`src/rtl/mc_ctrl_pkg.sv`:
```
// Shared encodings for the multi-cycle MIPS control unit: FSM states, opcodes,
// control-field encodings and the decoded-instruction bundle.
package mc_ctrl_pkg;

  localparam logic [2:0] StFetch  = 3'd0;
  localparam logic [2:0] StDecode = 3'd1;
  localparam logic [2:0] StExec   = 3'd2;
  localparam logic [2:0] StMem    = 3'd3;
  localparam logic [2:0] StWb     = 3'd4;

  localparam logic [5:0] OpRtype = 6'h00;
  localparam logic [5:0] OpJ     = 6'h02;
  localparam logic [5:0] OpJal   = 6'h03;
  localparam logic [5:0] OpBeq   = 6'h04;
  localparam logic [5:0] OpOri   = 6'h0d;
  localparam logic [5:0] OpLui   = 6'h0f;
  localparam logic [5:0] OpLb    = 6'h20;
  localparam logic [5:0] OpLh    = 6'h21;
  localparam logic [5:0] OpLw    = 6'h23;
  localparam logic [5:0] OpSb    = 6'h28;
  localparam logic [5:0] OpSh    = 6'h29;
  localparam logic [5:0] OpSw    = 6'h2b;

  localparam logic [5:0] FnSll = 6'h00;
  localparam logic [5:0] FnJr  = 6'h08;
  localparam logic [5:0] FnAdd = 6'h20;
  localparam logic [5:0] FnSub = 6'h22;

  localparam logic [3:0] AluAdd = 4'b0000;
  localparam logic [3:0] AluSub = 4'b0001;
  localparam logic [3:0] AluOr  = 4'b0010;
  localparam logic [3:0] AluCmp = 4'b0011;
  localparam logic [3:0] AluSll = 4'b0100;

  localparam logic [1:0] ExtZero = 2'b00;
  localparam logic [1:0] ExtSign = 2'b01;
  localparam logic [1:0] ExtLui  = 2'b10;

  localparam logic [1:0] JmpNone = 2'b00;
  localparam logic [1:0] JmpJ    = 2'b01;
  localparam logic [1:0] JmpJal  = 2'b10;
  localparam logic [1:0] JmpJr   = 2'b11;

  localparam logic [2:0] LdWord = 3'b000;
  localparam logic [2:0] LdByte = 3'b001;
  localparam logic [2:0] LdHalf = 3'b010;

  localparam logic [1:0] RegDstRt = 2'b00;
  localparam logic [1:0] RegDstRd = 2'b01;
  localparam logic [1:0] RegDstRa = 2'b10;

  typedef enum logic [2:0] {
    ClsNop, ClsIllegal, ClsJump, ClsBranch, ClsAlu, ClsLoad, ClsStore
  } instr_cls_e;

  typedef enum logic [1:0] {SzWord, SzHalf, SzByte} mem_size_e;

  typedef struct packed {
    instr_cls_e cls;
    logic [3:0] alu_op;
    logic       alu_src;
    logic [1:0] ext_op;
    logic [1:0] reg_dst;
    logic [1:0] jump;
    logic [2:0] load_op;
    mem_size_e  size;
  } dec_t;

  function automatic logic [3:0] store_be(input mem_size_e size, input logic [1:0] addr_lo);
    logic [3:0] be;
    be = 4'b0000;
    case (size)
      SzWord:  be = 4'b1111;
      SzHalf:  be = addr_lo[1] ? 4'b1100 : 4'b0011;
      SzByte:  be = 4'b0001 << addr_lo;
      default: be = 4'b0000;
    endcase
    return be;
  endfunction

endpackage

```
`src/rtl/mc_decode.sv`:
```
// Combinational instruction decoder: classifies the IR and produces the static
// control fields the FSM gates by state.
module mc_decode
  import mc_ctrl_pkg::*;
(
  input  logic [31:0] instr_i,
  output dec_t        dec_o
);

  logic [5:0] op;
  logic [5:0] funct;

  assign op    = instr_i[31:26];
  assign funct = instr_i[5:0];

  always_comb begin
    dec_o      = '0;
    dec_o.cls  = ClsIllegal;
    dec_o.size = SzWord;
    if (instr_i == 32'h0) begin
      dec_o.cls = ClsNop;
    end else begin
      case (op)
        OpRtype: begin
          case (funct)
            FnAdd: begin
              dec_o.cls     = ClsAlu;
              dec_o.alu_op  = AluAdd;
              dec_o.reg_dst = RegDstRd;
            end
            FnSub: begin
              dec_o.cls     = ClsAlu;
              dec_o.alu_op  = AluSub;
              dec_o.reg_dst = RegDstRd;
            end
            FnSll: begin
              dec_o.cls     = ClsAlu;
              dec_o.alu_op  = AluSll;
              dec_o.reg_dst = RegDstRd;
            end
            FnJr: begin
              dec_o.cls  = ClsJump;
              dec_o.jump = JmpJr;
            end
            default: ;
          endcase
        end
        OpJ: begin
          dec_o.cls  = ClsJump;
          dec_o.jump = JmpJ;
        end
        OpJal: begin
          dec_o.cls     = ClsJump;
          dec_o.jump    = JmpJal;
          dec_o.reg_dst = RegDstRa;
        end
        OpBeq: begin
          dec_o.cls    = ClsBranch;
          dec_o.alu_op = AluCmp;
          dec_o.ext_op = ExtSign;
        end
        OpOri: begin
          dec_o.cls     = ClsAlu;
          dec_o.alu_op  = AluOr;
          dec_o.alu_src = 1'b1;
          dec_o.ext_op  = ExtZero;
        end
        OpLui: begin
          dec_o.cls     = ClsAlu;
          dec_o.alu_op  = AluAdd;
          dec_o.alu_src = 1'b1;
          dec_o.ext_op  = ExtLui;
        end
        OpLw, OpLh, OpLb: begin
          dec_o.cls     = ClsLoad;
          dec_o.alu_op  = AluAdd;
          dec_o.alu_src = 1'b1;
          dec_o.ext_op  = ExtSign;
          dec_o.load_op = (op == OpLw) ? LdWord : (op == OpLh) ? LdHalf : LdByte;
          dec_o.size    = (op == OpLw) ? SzWord : (op == OpLh) ? SzHalf : SzByte;
        end
        OpSw, OpSh, OpSb: begin
          dec_o.cls     = ClsStore;
          dec_o.alu_op  = AluAdd;
          dec_o.alu_src = 1'b1;
          dec_o.ext_op  = ExtSign;
          dec_o.size    = (op == OpSw) ? SzWord : (op == OpSh) ? SzHalf : SzByte;
        end
        default: ;
      endcase
    end
  end

endmodule

```
`src/rtl/mc_controller.sv`:
```
// Multi-cycle MIPS control FSM (FETCH/DECODE/EXEC/MEM/WB) with a memory
// request/ready handshake, wait timeout, store byte enables and error pulses.
module mc_controller
  import mc_ctrl_pkg::*;
#(
  parameter int unsigned TIMEOUT = 16
) (
  input  logic        clk,
  input  logic        reset,
  input  logic [31:0] instr,
  input  logic        mem_ready,
  input  logic        alu_zero,
  input  logic [1:0]  addr_lo,
  output logic        pc_write,
  output logic        ir_write,
  output logic        mem_req,
  output logic        mem_we,
  output logic [3:0]  mem_be,
  output logic        reg_write,
  output logic [1:0]  reg_dst,
  output logic        alu_src,
  output logic [3:0]  alu_op,
  output logic [1:0]  ext_op,
  output logic        mem_to_reg,
  output logic [2:0]  load_op,
  output logic        branch,
  output logic [1:0]  jump,
  output logic        illegal_instr,
  output logic        align_err,
  output logic        bus_err,
  output logic [2:0]  state
);

  localparam int unsigned CntW = (TIMEOUT == 0) ? 1 : $clog2(TIMEOUT + 1);
  localparam logic [CntW-1:0] TimeoutVal = CntW'(TIMEOUT);

  logic [2:0]      state_q, state_d;
  logic [CntW-1:0] wait_q, wait_d;
  dec_t            dec;
  logic            timeout;
  logic            is_load;
  logic            is_store;
  logic            misalign;

  mc_decode u_decode (
    .instr_i (instr),
    .dec_o   (dec)
  );

  assign timeout  = (TIMEOUT != 0) && (wait_q == TimeoutVal);
  assign is_load  = (dec.cls == ClsLoad);
  assign is_store = (dec.cls == ClsStore);
  // Loads of a word are not alignment-checked; only sw, sh and lh are.
  assign misalign = (is_store && dec.size == SzWord && addr_lo != 2'b00) ||
                    ((is_store || is_load) && dec.size == SzHalf && addr_lo[0]);

  assign state = reset ? StFetch : state_q;

  always_comb begin
    state_d       = state_q;
    pc_write      = 1'b0;
    ir_write      = 1'b0;
    mem_req       = 1'b0;
    mem_we        = 1'b0;
    mem_be        = 4'b0000;
    reg_write     = 1'b0;
    reg_dst       = RegDstRt;
    alu_src       = 1'b0;
    alu_op        = AluAdd;
    ext_op        = ExtZero;
    mem_to_reg    = 1'b0;
    load_op       = LdWord;
    branch        = 1'b0;
    jump          = JmpNone;
    illegal_instr = 1'b0;
    align_err     = 1'b0;
    bus_err       = 1'b0;

    // Reset forces every output low combinationally, whatever state_q holds.
    if (!reset) begin
      if (state_q == StExec || state_q == StMem || state_q == StWb) begin
        alu_src = dec.alu_src;
        alu_op  = dec.alu_op;
        ext_op  = dec.ext_op;
      end

      case (state_q)
        StFetch: begin
          if (timeout) begin
            bus_err = 1'b1;
          end else begin
            mem_req = 1'b1;
            if (mem_ready) begin
              ir_write = 1'b1;
              pc_write = 1'b1;
              state_d  = StDecode;
            end
          end
        end
        StDecode: begin
          state_d = StFetch;
          case (dec.cls)
            ClsNop: ;
            ClsIllegal: illegal_instr = 1'b1;
            ClsJump: begin
              pc_write = 1'b1;
              jump     = dec.jump;
              if (dec.jump == JmpJal) begin
                reg_write = 1'b1;
                reg_dst   = RegDstRa;
              end
            end
            default: state_d = StExec;
          endcase
        end
        StExec: begin
          case (dec.cls)
            ClsBranch: begin
              branch   = 1'b1;
              pc_write = alu_zero;
              state_d  = StFetch;
            end
            ClsAlu:             state_d = StWb;
            ClsLoad, ClsStore:  state_d = StMem;
            default:            state_d = StFetch;
          endcase
        end
        StMem: begin
          if (misalign) begin
            align_err = 1'b1;
            state_d   = StFetch;
          end else if (timeout) begin
            bus_err = 1'b1;
            state_d = StFetch;
          end else begin
            mem_req = 1'b1;
            mem_we  = is_store;
            mem_be  = is_store ? store_be(dec.size, addr_lo) : 4'b0000;
            if (mem_ready) begin
              state_d = is_store ? StFetch : StWb;
            end
          end
        end
        StWb: begin
          reg_write  = 1'b1;
          reg_dst    = dec.reg_dst;
          mem_to_reg = is_load;
          load_op    = is_load ? dec.load_op : LdWord;
          state_d    = StFetch;
        end
        default: state_d = StFetch;
      endcase
    end
  end

  // A FETCH retry after timeout keeps the state, so the counter is cleared explicitly.
  always_comb begin
    wait_d = wait_q;
    if (state_d != state_q || timeout) begin
      wait_d = '0;
    end else if (mem_req && !mem_ready && wait_q != '1) begin
      wait_d = wait_q + 1'b1;
    end
  end

  always_ff @(posedge clk) begin
    if (reset) begin
      state_q <= StFetch;
      wait_q  <= '0;
    end else begin
      state_q <= state_d;
      wait_q  <= wait_d;
    end
  end

endmodule
```
`config.mk`:
```
export PLATFORM = sky130hd
export DESIGN_NAME = mc_controller
export DESIGN_NICKNAME = d
export VERILOG_FILES = /design/src/rtl/mc_ctrl_pkg.sv /design/src/rtl/mc_decode.sv /design/src/rtl/mc_controller.sv
export SDC_FILE = /design/constraint.sdc
export NUM_CORES = 1
export LEC_CHECK = 0
export CAP_MARGIN = 10
export CORE_MARGIN = 3
export CORE_UTILIZATION = 39
export DETAILED_ROUTE_END_ITERATION = 16
export PLACE_DENSITY = 0.91
export SYNTH_ARGS = -nofsm -noshare
export SYNTH_HDL_FRONTEND = slang
export SYNTH_SLANG_ARGS = --single-unit
```
`constraint.sdc`:
```
create_clock -name clk -period 2.8 [get_ports clk]
set_clock_uncertainty 0.1 [all_clocks]
set_input_delay 0.56 -clock clk [delete_from_list [all_inputs] [get_ports clk]]
set_output_delay 0.56 -clock clk [all_outputs]
set_load 0.01 [all_outputs]
```
-- Word-level counts from Yosys, hierarchy flattened
Cells that the tools add are included.
- register bits after elaboration: 8
- input port bits: 38
- output and inout bits: 31
- logic and storage cells: 152
- add/sub/neg operators: 1
- equality and inequality tests: 30
- shifts and indexed selects: 1
- muxes and demuxes: 89
- reduce and logical (&&, ||, !) cells: 29
- operators by type and width (kind ; number):
    equality test 6 bit, second input constant ; 8
    2-to-1 mux 3 bit ; 14
    2-to-1 mux 1 bit ; 35
    logical NOT 32 bit ; 1
    2-to-1 mux 4 bit ; 8
    2-to-1 mux 2 bit ; 15
    equality test 6 x 4 -> 1 bit, second input constant ; 3
    one-hot mux 3 bit (2 select lines) ; 3
    one-hot mux 3 bit (6 select lines) ; 1
    2-to-1 mux 16 bit ; 1
    one-hot mux 2 bit (2 select lines) ; 4
    equality test 3 x 2 -> 1 bit, second input constant ; 4
    equality test 3 bit, second input constant ; 4
    equality test 6 x 2 -> 1 bit, second input constant ; 2
    logical NOT 6 bit ; 2
    one-hot mux 3 bit (4 select lines) ; 1
    one-hot mux 4 bit (3 select lines) ; 1
    OR reduction 3 bit ; 4
    one-hot mux 3 bit (3 select lines) ; 1
    OR reduction 2 bit ; 4
    OR reduction 8 bit ; 1
    OR reduction 7 bit ; 1
    equality test 3 x 1 -> 1 bit, second input constant ; 2
    equality test 6 x 3 -> 1 bit, second input constant ; 1
    16 further kinds ; 29

-- Logic depth before layout (Yosys ltp)
Gate-level depths: netlist of the first run.
- depth in word-level cells: 16
- depth in mapped cells: 7
- gate-level depth less buffers: 7

-- By module
Synthesis of the first run repeated with hierarchy kept, for this count alone.
- cell total of the unflattened synthesis: 207
- area total of the unflattened synthesis: 1437.6 um^2
- modules (own cells, without submodules) (module ; instances ; cells each ; area an instance (um^2) ; sequential area each (um^2)):
    mc_controller ; 1 ; 136 ; 1024.7 ; 160.2
    mc_decode ; 1 ; 71 ; 412.9 ; 0.0

-- Worst setup path before layout of the first run
OpenSTA, ideal clock, no wires.
- path type: input to output
- start: in instr[28]
- end: out branch
- data arrival time: 2.130 ns
- required time: 2.140 ns
- slack: 0.010 ns
- cell stages on the path: 6
- buffers on the path: 1
- cells stage by stage: buf_6 > nor4_4 > nand4b_4 > nor4_1 > o21bai_1 > nor4_1
- cells in the longest elaborated chain, start to end: 8
- elaborated cells between the ends (all ways): 23
- those cells by class: eq/ne: 12; mux: 5; reduce/logical: 6
- RTL lines (what ; RTL line ; source):
    start: declaration ; mc_controller.sv:10 ; input logic [31:0] instr,
    equality test 6 bit, or another cell as far along ; mc_decode.sv:23 ; case (op)
    OR reduction 3 bit / OR reduction 2 bit (equally long branches) ; -- ;
    one-hot mux 3 bit (6 select lines) ; mc_decode.sv:23 ;
    2-to-1 mux 3 bit * ; mc_decode.sv:20 ; if (instr_i == 32'h0) begin
    equality test 3 x 2 -> 1 bit * ; mc_controller.sv:117 ; case (dec.cls)
    2-to-1 mux 1 bit * ; mc_controller.sv:117 ;
    2-to-1 mux 1 bit * ; mc_controller.sv:87 ; case (state_q)
    2-to-1 mux 1 bit * ; mc_controller.sv:80 ; if (!reset) begin
    end: declaration ; mc_controller.sv:26 ; output logic branch,
Mark *: on every way between the ends. The rest lies on a longest branch, timed or not.

-- Worst setup path in the final report of the first run
- start: in reset
- end: out reg_dst[0]
- cells in the longest elaborated chain, start to end: 1
- RTL lines (what ; RTL line ; source):
    start: declaration ; mc_controller.sv:9 ; input logic reset,
    2-to-1 mux 2 bit ; mc_controller.sv:80 ;
    end: declaration ; mc_controller.sv:20 ; output logic [1:0] reg_dst,
No other way between the ends.

==> flow_metrics.py, run 1 <==
metrics = {
    "run_status": {
        "status": "finished with violations",
        "violations": "setup timing",
    },
    "cells_and_area": {
        "drive_gt1_share_pct": 53.4,
        "diodes": 0,
        "fin_nets": 356,
        "fin_area_mm2": 0.00257,
        "instances_no_fill": 357,
        "synthToLayoutAreaGrowth_pct": 103,
    },
    "route": {
        "first_pass_iters": 7,
        "via_per_inst": 6.63,
        "postRouteAntennaNets": 0,
        "drt-total-wl_mm": 8.47,
        "via_count": 2367,
        "wl_per_cell_um": 23.7,
        "route.detailed.drc": 0,
        "drt_iter0_markers": 270,
    },
    "place": {
        "port_buffers": 66,
        "dpl.hpwl_mm": 4.37,
        "gp_congestion": 0.913,
        "placed_cells": 338,
        "pre_cts_ws_ns": -0.921,
        "post_dp_cell_area_mm2": 0.00232,
    },
    "global_route": {
        "grt_overflow_total": 0,
        "grt_antenna_before_repair": 0,
        "grt_pass1_vias": 2203,
        "grt_max_degree": 12,
        "grt_use_total_pct": 34.3,
        "grt_pass1_wl_mm": 10.8,
    },
    "synthesis": {
        "synthArstFlopShare_pct": 0,
        "netlist_instances": 184,
        "synth_area_leader_cell": "dfxtp_1",
        "synth_top_area_share_pct": 12.6,
        "synth.distinct_cells": 54,
        "avgSynthCellArea_um2": 6.90,
        "ys_seq_elements": 8,
        "syn_area_mm2": 0.00127,
        "synth.most_common_cell": "nor2_1",
        "ys_top_cells_by_count": "nor2_1, a21oi_1, nor3_1, inv_1, nor4_1",
        "synth_edf_count": 0,
        "ys_top_cells_by_area": "dfxtp_1, nor2_1, a21oi_1",
        "yosys_warnings": 0,
        "synthFlopType": "dfxtp_1",
        "yosysSeqAreaShare_pct": 12.6,
    },
    "setup_path": {
        "worstSetupStartpointType": "input pin",
        "reg2reg_to": "wait_q[1]",
        "ff2ff_setup_slack_ns": 0.52,
        "crit_path_max_fanout": 9,
        "worstReg2RegStart": "wait_q[0]",
        "cp-end-kind": "output pin",
        "crit_start": "reset",
        "worstSetupEndpoint": "reg_dst[0]",
        "path_class": "in2out",
        "cp.required_ns": 2.14,
        "worst_ep_arrival_time_ns": 2.41,
        "worst_r2r_path_depth": 8,
    },
    "min_path": {
        "min-delay-path-class": "reg2reg",
        "min_from": "wait_q[4]",
    },
    "power_and_ir_drop": {
        "p_int_uw": 305,
        "p_clk_share_pct": 19.6,
        "ir_worst_vdd_mv": 0.241,
        "p_leak_nw": 1.24,
        "seqPwrFrac_pct": 24.2,
        "total_power_uw": 518,
        "p_switching_uw": 214,
        "combPwrFrac_pct": 56.2,
        "swShare_pct": 41.3,
        "powerDensity_mw_per_mm2": 201,
    },
    "clocking": {
        "clock_sinks": 8,
        "clk_latency_ns": 0.28,
        "htree_levels": 1,
        "cts_tree": "built",
        "clock_path_buffers": 2,
        "cts.clk_slew.worst_paths_ns": 0.05,
        "root_buffer": "clkbuf_4",
        "cts_buffers": 3,
        "postCtsHoldBufs": 0,
    },
    "die": {
        "num_rows": 20,
        "die_y_um": 63.0,
        "die-area_mm2": 0.00397,
        "io_pins": 69,
        "core_mm2": 0.00308,
        "initial_core_util_pct": 41.2,
        "dieWidth_um": 63.0,
    },
    "sta": {
        "slew_viol_final": 0,
        "fmax_mhz": 325,
        "timing.slew.headroom_pct": 65.6,
        "layout_setup_ws_ns": -0.273,
        "whs_ns": 0.442,
        "setup_viol": 22,
        "hold_viol": 0,
        "fin_crit_ns": 3.07,
        "grt_setup_unrepaired": "yes",
        "period_share_pct": 110,
        "tightestPinTransition_ns": 0.509,
    },
    "job": {
        "cap_violations": 0,
    },
}
worst min path at each step:
stage	endpoint	depth (start not counted)	slack, ns
after floorplan	wait_q[3]	2	0.37
after global placement	wait_q[3]	2	0.38
after detailed placement	wait_q[4]	2	0.42
after CTS	wait_q[4]	2	0.43
after global routing	wait_q[4]	2	0.48
final	wait_q[4]	2	0.44
worst max-delay path: stages:
cell and delay, ns:
clkdlybuf4s50_1 0.45, buf_4 0.19, nor3_2 0.28, nand2_2 0.12, buf_4 0.18, nor4_1 0.38, buf_2 0.24
per-stage QoR:
step	TNS (ns)	utilization [%]
2_1_floorplan	0	-
3_3_place_gp	-16.28	75.4
3_5_place_dp	-19.01	75.4
4_1_cts	0	78.5
5_1_grt	-5.42	83.7
6_report	-2.66	83.7
power by group through the flow:
stage	logic [mW]	clock network, mW	registers (mW)
floorplan	0.102	0	0.122
global route	0.305	0.109	0.126
global placement	0.229	0	0.125
detailed placement	0.237	0	0.125
finish	0.291	0.102	0.126
CTS	0.243	0.0966	0.124
logic make-up (layout without fill, tap and decap cells):
logic type,count (synthesis),count (layout),synth area share [%]
adders and majority gates,3,3,2.96
xor gates and xnor gates,3,3,2.07
other,1,2,0.296
AOI/OAI and AO/OA,46,46,25.0
muxes,2,2,1.58
buffers and inverters,25,153,10.8
DFF,8,8,12.6
and+or+nand+nor,96,96,44.7
cell type report:
| type | instances | area [µm²] |
|---|---|---|
| well taps | 44 | 55.1 |
| fillers | 163 | 503 |
| multi-input cells | 152 | 1250 |
| inverters | 11 | 41.3 |
| flip-flops and latches | 8 | 160 |
| clock buffers | 3 | 22.5 |
| repair buffers | 139 | 1050 |
placed cells by master, fill, tap and decap left out, types with 3 or more instances in the layout:
cell,count
nor3_2,7
and3_1,5
clkdlybuf4s15_1,4
nor2_1,19
clkbuf_2,11
nor4_4,6
inv_1,11
or3_4,3
nand2_1,6
a21oi_2,6
clkbuf_4,3
o21ai_0,5
a21oi_1,9
buf_6,7
buf_2,23
nand3_1,7
clkdlybuf4s50_1,8
nand4_1,3
dfxtp_1,8
buf_4,69
nor3_1,7
nor4_2,3
dlygate4sd2_1,14
ha_1,3
flip-flops by register name (all words and copies together), names as in the netlist:
register	cells
wait_q	5
state_q	3
what timing repair did:
item / CTS / global route
pin swaps: 22 / 30
setup endpoints to repair: 25 / 23
gates resized for setup: 181 / 56
setup buffers: 8 / 8
endpoints found under the hold margin: 0 / 0
metal layers:
| layer | vias to the layer above | track usage (%) | part of all wire (%) |
|---|---|---|---|
| li1 | 947 | - | - |
| met1 | 1027 | 35.2 | 32 |
| met2 | 283 | 58.5 | 43 |
| met3 | 110 | 10.4 | 15 |
| met4 | 0 | 24.8 | 10 |
| met5 | - | 0 | 0 |
(Power assumes the default switching activity.)
==> inputs of run 2 (changes only) <==
clock period = 3 ns   (was 2.8 ns; I/O delays follow)
==> run 2 against run 1 <==
Effect of this change:
- the flow still finishes with violations (setup timing)
- combinational power fell by 9.3%
- critical path depth up 1
- cell area up 0.58%
- final cell count fell by 2.5%
- wire length down 7.6%
- die area is the same
- sequential power decreased by 6%
- count of clock-buffer cells in the layout did not move
- global-route usage decreased by 1.1 points
- sequential share of layout area about the same
- core utilization up 0.49 points
- power down 11%
- critical path type unchanged
==> flow_metrics.py, run 2 (same netlist as run 1, synthesis figures left out) <==
metrics = {
    "run_status": {
        "status": "finished with violations",
        "violations": "setup timing",
    },
    "sta": {
        "finalSetupTns_ns": -0.221,
        "timing.slew.headroom_pct": 61.9,
        "setup_viol": 6,
        "period_share_pct": 102,
        "fin_crit_ns": 3.07,
        "hold_viol": 0,
        "layout_setup_ws_ns": -0.0738,
        "tightestPinTransition_ns": 0.563,
        "slew_viol_final": 0,
        "fmax_mhz": 325,
    },
    "cells_and_area": {
        "reg_top3": "wait_q: 5 flops, state_q: 3 flops",
        "instances_no_fill": 348,
        "largest_reg_flops": 5,
        "fillers": 140,
        "fin_nets": 347,
        "ff_latch_area_um2": 160,
        "drive_gt1_share_pct": 47.4,
        "fin_area_mm2": 0.00259,
        "regMostFlops": "wait_q",
        "diodes": 0,
        "layout_common_cells": "buf_4, buf_2, nor2_1, dlygate4sd2_1, a21oi_1",
        "multi_input_area_mm2": 0.00126,
        "mostFrequentLayoutCell": "buf_4",
        "synthToLayoutAreaGrowth_pct": 104,
    },
    "die": {
        "die-area_mm2": 0.00397,
        "io_pins": 69,
        "dieWidth_um": 63.0,
        "die_y_um": 63.0,
        "num_rows": 20,
        "initial_core_util_pct": 41.2,
        "core_mm2": 0.00308,
    },
    "power_and_ir_drop": {
        "p_leak_nw": 1.25,
        "seqPwrFrac_pct": 25.6,
        "combPwrFrac_pct": 57.1,
        "powerDensity_mw_per_mm2": 178,
        "p_switching_uw": 180,
        "swShare_pct": 39.0,
        "p_int_uw": 282,
        "p_clk_share_pct": 17.3,
        "total_power_uw": 462,
        "ir_worst_vdd_mv": 0.223,
    },
    "global_route": {
        "grt_antenna_before_repair": 0,
        "grt_use_met3_pct": 12.8,
        "grt_overflow_total": 0,
        "grt_max_degree": 12,
        "busiest_layer": "met2",
        "use_met1_pct": 35.5,
        "grt_pass1_vias": 2174,
        "use_met2_pct": 55.9,
        "grt_pass1_wl_mm": 10.7,
        "grt_use_total_pct": 33.2,
    },
    "route": {
        "wl_per_cell_um": 22.5,
        "first_pass_iters": 7,
        "via_count": 2274,
        "drt-total-wl_mm": 7.83,
        "postRouteAntennaNets": 0,
        "route.detailed.drc": 0,
        "via_per_inst": 6.53,
        "drt_iter0_markers": 336,
    },
    "clocking": {
        "clock_sinks": 8,
        "root_buffer": "clkbuf_4",
        "clk_latency_ns": 0.25,
        "cts_buffers": 3,
        "cts_tree": "built",
        "clock_path_buffers": 2,
        "postCtsHoldBufs": 0,
        "htree_levels": 1,
        "cts.clk_slew.worst_paths_ns": 0.05,
    },
    "place": {
        "placed_cells": 331,
        "gp_congestion": 0.911,
        "port_buffers": 66,
        "post_dp_cell_area_mm2": 0.00227,
        "dpl.hpwl_mm": 4.18,
    },
    "job": {
        "cap_violations": 0,
    },
    "setup_path": {
        "worst_r2r_path_depth": 8,
        "worstSetupStartpointType": "input pin",
        "path_class": "in2out",
        "cp-end-kind": "output pin",
        "crit_path_max_fanout": 6,
        "cp.required_ns": 2.30,
        "worst_ep_arrival_time_ns": 2.37,
    },
    "min_path": {
        "hold_depth": 2,
        "min-delay-path-class": "reg2reg",
    },
}
[run 2: cell type report]
type | count | share of cell area [%]
Clock buffer | 3 | 0.870
Inverter | 11 | 1.59
Multi-Input combinational cell | 152 | 48.5
Sequential cell | 8 | 6.18
Tap cell | 44 | 2.13
Timing Repair Buffer | 130 | 40.7
[run 2: final timing paths]
| kind | slack, ns | start | endpoint |
|---|---|---|---|
| worst max register to register | 0.68 | wait_q[0] | wait_q[2] |
| worst min-delay path | 0.46 | wait_q[1] | wait_q[1] |
| worst min register to register | 0.46 | wait_q[1] | wait_q[1] |
| worst max-delay path | -0.07 | instr[17] | alu_op[1] |
[run 2: timing repair]
action	CTS	global route
pin swaps	17	14
gates resized for setup	156	47
setup buffers	9	5
setup endpoints to repair	25	20
gates cloned	0	0
[run 2: through the flow]
step / utilization [%] / worst slack [ns] / hold WS, ns
after CTS: 79.6 / -0.0512 / 0.431
after global routing: 84.1 / -0.359 / 0.503
final: 84.1 / -0.0738 / 0.462
after global placement: 73.7 / -0.666 / 0.384
after detailed placement: 73.7 / -0.771 / 0.396
after floorplan: - / 0.130 / 0.367
[run 2: metal layers]
layer	vias to the layer above	wire, µm
li1	923	-
met2	274	3460
met5	-	0
met3	77	1110
met4	0	664
met1	1000	2600
[run 2: critical path, stage by stage]
cell	delay (ns)
clkdlybuf4s50_1	0.54
nor2_2	0.07
nand2_2	0.11
nor4_4	0.06
buf_4	0.14
or3_4	0.43
nor3_4	0.24
buf_2	0.18
[run 2: power groups by stage]
stage          Combinational (mW)  Clock [mW]  Sequential (mW)
2_1_floorplan              0.0949           0            0.114
3_3_place_gp                0.207           0            0.118
3_5_place_dp                0.213           0            0.118
4_1_cts                     0.227      0.0790            0.117
5_1_grt                     0.277      0.0875            0.119
6_report                    0.264      0.0800            0.118
